--- src/rtl/dmem_arbiter_pkg.sv ---
// Shared types and helpers for the tile DMEM arbiter.
package dmem_arbiter_pkg;

  localparam int unsigned dmem_lanes_gp      = 4;
  localparam int unsigned data_width_gp      = 32;
  localparam int unsigned data_mask_width_gp = data_width_gp >> 3;
  localparam int unsigned dmem_size_gp       = 1024;

  // clog2 that never returns zero, so one-entry ranges still get a 1-bit field
  function automatic int unsigned safe_clog2(input int unsigned value);
    return (value <= 1) ? 1 : $clog2(value);
  endfunction

  localparam int unsigned dmem_addr_width_gp = safe_clog2(dmem_size_gp);

  // One DMEM row access: write flag, row address, four lanes of data and byte mask
  typedef struct packed {
    logic                                                w;
    logic [dmem_addr_width_gp-1:0]                       addr;
    logic [dmem_lanes_gp-1:0][data_width_gp-1:0]         data;
    logic [dmem_lanes_gp-1:0][data_mask_width_gp-1:0]    mask;
  } dmem_req_s;

  // Place a single-word byte mask into the selected lane; all other lanes zero
  function automatic logic [dmem_lanes_gp*data_mask_width_gp-1:0] expand_lane_mask(
    input logic [data_mask_width_gp-1:0] mask,
    input logic [1:0]                    lane
  );
    logic [dmem_lanes_gp*data_mask_width_gp-1:0] full;
    full = '0;
    for (int unsigned i = 0; i < dmem_lanes_gp; i++) begin
      if (lane == 2'(i)) begin
        full[i*data_mask_width_gp +: data_mask_width_gp] = mask;
      end
    end
    return full;
  endfunction

endpackage

--- src/rtl/dmem_arbiter_starve_ctr.sv ---
// Counts consecutive cycles the network loses arbitration and forces its grant at the limit.
module dmem_arbiter_starve_ctr
  import dmem_arbiter_pkg::*;
#(
  parameter int unsigned starve_limit_p = 4
) (
  input  logic clk_i,
  input  logic reset_i,
  input  logic net_v_i,
  input  logic net_yumi_i,
  output logic force_net_c_o
);

  localparam int unsigned cnt_width_lp = safe_clog2(starve_limit_p + 1);
  localparam logic [cnt_width_lp-1:0] limit_lp = cnt_width_lp'(starve_limit_p);

  logic [cnt_width_lp-1:0] cnt_q, cnt_d;

  // Force the network through once it has waited the full limit
  assign force_net_c_o = net_v_i & (cnt_q == limit_lp);

  // Clear on a network grant, count up saturating while it waits, hold when idle
  always_comb begin
    cnt_d = cnt_q;
    if (net_yumi_i) begin
      cnt_d = '0;
    end else if (net_v_i && (cnt_q != limit_lp)) begin
      cnt_d = cnt_q + cnt_width_lp'(1);
    end
  end

  // Counter register
  always_ff @(posedge clk_i or posedge reset_i) begin
    if (reset_i) begin
      cnt_q <= '0;
    end else begin
      cnt_q <= cnt_d;
    end
  end

endmodule

--- src/rtl/dmem_arbiter.sv ---
// Shares the single-ported tile DMEM between the core LSU and the network endpoint,
// tracks read-data ownership, and holds the load-reserved reservation.
module dmem_arbiter
  import dmem_arbiter_pkg::*;
#(
  parameter int unsigned data_width_p   = data_width_gp,
  parameter int unsigned dmem_size_p    = dmem_size_gp,
  parameter int unsigned starve_limit_p = 4
) (
  input  logic                                  clk_i,
  input  logic                                  reset_i,

  input  logic                                  core_v_i,
  input  logic                                  core_w_i,
  input  logic [safe_clog2(dmem_size_p)-1:0]    core_addr_i,
  input  logic [4*data_width_p-1:0]             core_data_i,
  input  logic [4*(data_width_p>>3)-1:0]        core_mask_i,
  input  logic                                  core_reserve_i,
  input  logic                                  core_reserve_clear_i,
  output logic                                  core_yumi_o,
  output logic                                  core_rdata_v_o,

  input  logic                                  net_v_i,
  input  logic                                  net_w_i,
  input  logic [safe_clog2(dmem_size_p)-1:0]    net_addr_i,
  input  logic [1:0]                            net_lane_i,
  input  logic [data_width_p-1:0]               net_data_i,
  input  logic [(data_width_p>>3)-1:0]          net_mask_i,
  output logic                                  net_yumi_o,
  output logic                                  net_resp_v_o,
  output logic                                  net_resp_w_o,

  output logic                                  dmem_v_o,
  output logic                                  dmem_w_o,
  output logic [safe_clog2(dmem_size_p)-1:0]    dmem_addr_o,
  output logic [4*data_width_p-1:0]             dmem_data_o,
  output logic [4*(data_width_p>>3)-1:0]        dmem_mask_o,

  output logic                                  reserved_o,
  output logic [safe_clog2(dmem_size_p)-1:0]    reserved_addr_o
);

  localparam int unsigned dmem_addr_width_lp = safe_clog2(dmem_size_p);

  logic force_net;
  dmem_req_s core_req, net_req, win_req;

  logic core_rdata_v_q, core_rdata_v_d;
  logic net_resp_v_q, net_resp_v_d;
  logic net_resp_w_q, net_resp_w_d;
  logic resv_v_q, resv_v_d;
  logic [dmem_addr_width_lp-1:0] resv_addr_q, resv_addr_d;

  dmem_arbiter_starve_ctr #(
    .starve_limit_p(starve_limit_p)
  ) starve_ctr (
    .clk_i        (clk_i),
    .reset_i      (reset_i),
    .net_v_i      (net_v_i),
    .net_yumi_i   (net_yumi_o),
    .force_net_c_o(force_net)
  );

  // Core has fixed priority unless the network has starved
  assign core_yumi_o = core_v_i & ~force_net;
  assign net_yumi_o  = net_v_i & (~core_v_i | force_net);

  // Build both candidate row requests; network word goes to every lane, mask to one lane
  always_comb begin
    core_req      = '0;
    core_req.w    = core_w_i;
    core_req.addr = core_addr_i;
    core_req.data = core_data_i;
    core_req.mask = core_mask_i;

    net_req       = '0;
    net_req.w     = net_w_i;
    net_req.addr  = net_addr_i;
    net_req.data  = {4{net_data_i}};
    net_req.mask  = expand_lane_mask(net_mask_i, net_lane_i);
  end

  // Winner mux; idle cycles present the core side
  assign win_req     = net_yumi_o ? net_req : core_req;
  assign dmem_v_o    = core_yumi_o | net_yumi_o;
  assign dmem_w_o    = win_req.w;
  assign dmem_addr_o = win_req.addr;
  assign dmem_data_o = win_req.data;
  assign dmem_mask_o = win_req.mask;

  // Next-state for response ownership flags and the reservation
  always_comb begin
    logic resv_set;
    logic resv_hit;

    core_rdata_v_d = core_yumi_o & ~core_w_i;
    net_resp_v_d   = net_yumi_o;
    net_resp_w_d   = net_yumi_o & net_w_i;

    resv_set = core_yumi_o & ~core_w_i & core_reserve_i;
    resv_hit = resv_v_q & dmem_v_o & win_req.w
             & (win_req.addr == resv_addr_q) & (|win_req.mask);

    resv_v_d    = resv_v_q;
    resv_addr_d = resv_addr_q;
    if (resv_set) begin
      resv_v_d    = 1'b1;
      resv_addr_d = core_addr_i;
    end else if (resv_hit || core_reserve_clear_i) begin
      resv_v_d    = 1'b0;
    end
  end

  // State registers
  always_ff @(posedge clk_i or posedge reset_i) begin
    if (reset_i) begin
      core_rdata_v_q <= 1'b0;
      net_resp_v_q   <= 1'b0;
      net_resp_w_q   <= 1'b0;
      resv_v_q       <= 1'b0;
      resv_addr_q    <= '0;
    end else begin
      core_rdata_v_q <= core_rdata_v_d;
      net_resp_v_q   <= net_resp_v_d;
      net_resp_w_q   <= net_resp_w_d;
      resv_v_q       <= resv_v_d;
      resv_addr_q    <= resv_addr_d;
    end
  end

  assign core_rdata_v_o  = core_rdata_v_q;
  assign net_resp_v_o    = net_resp_v_q;
  assign net_resp_w_o    = net_resp_w_q;
  assign reserved_o      = resv_v_q;
  assign reserved_addr_o = resv_addr_q;

endmodule

--- config.mk ---
export PLATFORM = sky130hd
export DESIGN_NAME = dmem_arbiter
export DESIGN_NICKNAME = d
export VERILOG_FILES = /design/src/rtl/dmem_arbiter_pkg.sv /design/src/rtl/dmem_arbiter_starve_ctr.sv /design/src/rtl/dmem_arbiter.sv
export SDC_FILE = /design/constraint.sdc
export NUM_CORES = 1
export LEC_CHECK = 0
export CORE_AREA = 2 2 147 149
export DETAILED_ROUTE_END_ITERATION = 10
export DIE_AREA = 0 0 149 151
export PLACE_DENSITY_LB_ADDON = 0.2
export SYNTH_ARGS = -nofsm -noshare
export SYNTH_HDL_FRONTEND = slang
export SYNTH_SLANG_ARGS = --single-unit
--- constraint.sdc ---
create_clock -name clk_i -period 2.05 [get_ports clk_i]
set_input_delay 0.3075 -clock clk_i [delete_from_list [all_inputs] [get_ports clk_i]]
set_output_delay 0.3075 -clock clk_i [all_outputs]
set_load 0.005 [all_outputs]
==> impl_metrics.yaml <==
global_route:
  grt_antenna_before_repair: 1
  grt_pass1_vias: 4587
  grt_max_degree: 18
  grt_pass1_wl_um: 28900
  grt_overflow: 0
  grt_usage_pct: 17.10
final_layout:
  final_cells: 1179
  nets: 1116
  seq_area_sq_um: 425.4
  drive_gt1_share_pct: 53.60
  areaGrowthSynthToFinish_pct: 269.9
  multiInputGateArea_sq_mm: 0.003095
  fillers: 2101
critical_path:
  cp.required_ps: 1740
  crit_path_max_fanout: 8
  crit_slowest_cell: "dfrtp_1"
  critPathKind: "flop to output pin"
  critPathCaptureType: "output pin"
  worst_setup_path_start_kind: "flop"
  worstPathArrival_ps: 1880
  slowest_delay_ps: 380
  path_cells: "inv_2, ha_4, nand2_4, nand2_4, nand2_8, inv_12, buf_12, buf_8, buf_8, buf_6, nand3_2, nand2_1, buf_2"
logic_synthesis:
  syn_area_per_cell_sq_um: 5.342
  synth_area_sq_mm: 0.002399
  syn_inst: 449
  yosysUniqueCellTypes: 29
  yosys.area.top_type: "nand2_1"
  synth_edf_count: 0
  synth_top_flop_cell: "dfrtp_1"
  synth_top_area_share_pct: 50.55
  yosys_warnings: 0
  synthArstFlopShare_pct: 100.0
  synth_nets: 661
  synth_seq_cells: 17
  synth_area_leaders: "nand2_1 (51%), dfrtp_1 (18%), mux2_2 (7.0%)"
  ys_seq_area_share_pct: 17.74
  synth_common_cells: "nand2_1 (323), nand3_1 (19), dfrtp_1 (17), clkbuf_1 (16), mux2_2 (15)"
  synth.most_common_cell: "nand2_1"
cts:
  htree_levels: 1
  cts_inserted_buffers: 3
  cts_root_buf: "clkbuf_16"
  holdBufCountCts: 0
  clockBufferDepth: 2
  insertion_delay_ps: 260
  cts_tree: "yes"
  clock-sinks: 17
  clkTransAtPathRegs_ps: 50
routing:
  dr.pass1.iters: 4
  first_iter_violations: 95
  antenna_left: 0
  num_vias: 4746
  wl_um: 21250
  viasPerCell: 4.025
  wl_per_cell_um: 18.03
  route.detailed.drc: 0
place:
  post-place-cells: 1112
  hpwl_um: 15980
  io_buffers: 381
  dpl_worst_slack_ps: -424.9
  place.gp.congestion: 0.7837
sta:
  hold_viol: 0
  setup_ws_ps: -136.2
  maxSlewViolCount: 0
  finalSetupViolations: 119
  fin_crit_sh_pct: 106.6
  period_needed_ps: 2186
  worstMarginPinSlew_ps: 427.9
  fmax_mhz: 457.4
  skew_ps: 0.8016
  relSlewSlack_pct: 71.41
  rsz0062_at_grt: "yes"
die:
  fp.dieArea_sq_mm: 0.02250
  initial_core_util_pct: 11.52
  rows: 53
  core_area_sq_mm: 0.02082
  ios: 382
  die_y_um: 151
  die_x_um: 149
power_and_ir_drop:
  peakVddDrop_uv: 395.0
  powerDensity_mw_per_mm2: 355.7
  total_power_w: 0.003156
  p_leak_nw: 4.238
job:
  maxCapViolCount: 0
status:
  violations: "setup timing"
  status: "complete, but fails checks"
min_path:
  hp-class: "input port to async pin"
-- cell type report --
cell class / instances / share of cell area (%)
Clock buffer: 3 / 0.8461
Timing Repair Buffer: 474 / 55.15
Tap cell: 275 / 3.878
Antenna cell: 1 / 0.02820
Multi-Input combinational cell: 403 / 34.89
Inverter: 5 / 0.3526
Clock inverter: 1 / 0.05641
Sequential cell: 17 / 4.795
-- power breakdown --
group          switching (W)  internal [W]  leakage, nW
Combinational       0.000932       0.00138         3.99
Sequential         0.0000487      0.000387        0.210
Clock               0.000149      0.000262       0.0409
Total                0.00113       0.00203         4.24
-- layout by cell type (no fill, tap or decap), types with 22 or more instances in the layout --
master	instances
buf_6	100
buf_2	72
buf_4	23
nand2_8	26
nand2_1	138
nand2_4	61
buf_8	22
clkdlybuf4s50_1	223
nand2_2	99
-- kinds of logic after synthesis --
family,synth area share [%]
and+or+nand+nor,59.21
buffers and inverters,5.216
muxes,10.02
DFF,17.74
AOI/OAI and AO/OA,3.130
xor gates and xnor gates,3.651
adders and majority gates,1.043
-- worst max-delay path: cells and delay by family (launching register included) --
family                   cells  cell delay [ps]
flip-flops                   1              380
adder cells (fa/ha/maj)      1              150
AND/OR/NAND/NOR              5              350
buffers and inverters        7              730
-- final timing paths --
kind / startpoint / to / slack [ps] / depth (start not counted)
min reg2reg: reserved_addr_o[4] / reserved_addr_o[4] / 560 / 1
min: reset_i / reserved_addr_o[0] / 380 / 3
min in group clk_i: reserved_addr_o[4] / reserved_addr_o[4] / 560 / 1
max reg2reg: starve_ctr.cnt_q[1] / reserved_o / -130 / 12
max in group asynchronous: reset_i / net_resp_v_o / 1470 / 3
max: starve_ctr.cnt_q[1] / dmem_mask_o[0] / -140 / 13
-- state kept, by name, indices dropped and copies added (netlist names) --
| register | cells |
|---|---|
| reserved_o | 1 |
| starve_ctr.cnt_q | 3 |
| net_resp_v_o | 1 |
| core_rdata_v_o | 1 |
| reserved_addr_o | 10 |
| net_resp_w_o | 1 |
-- per-stage QoR --
step | util, % | setup TNS (ps) | area (sq um) | hold WS, ps
after floorplan | - | 0 | 2399 | 233.6
after global placement | 32.66 | -43400 | 6800 | 507.3
after detailed placement | 32.66 | -44860 | 6800 | 510.2
after CTS | 38.25 | -11390 | 7965 | 382.6
after global routing | 42.61 | -17010 | 8872 | 416.8
final | 42.61 | -6094 | 8872 | 376.1
-- routing by layer --
| metal | global-route usage, % | wire, um | vias to the layer above | part of all wire [%] |
|---|---|---|---|---|
| li1 | - | - | 2332 | - |
| met1 | 20.70 | 8239 | 2201 | 39 |
| met2 | 31.52 | 11180 | 200 | 53 |
| met3 | 3.404 | 1530 | 13 | 7.2 |
| met4 | 3.143 | 300 | 0 | 1.4 |
| met5 | 0 | 0 | - | 0 |
-- timing repair --
| item | in CTS | in global routing |
|---|---|---|
| buffers inserted | 49 | 11 |
| gates resized for setup | 863 | 255 |
| setup endpoints to repair | 158 | 157 |
| pin swaps | 67 | 73 |
| cloned | 13 | 1 |
Note: power is estimated with default switching activity, not from simulation.
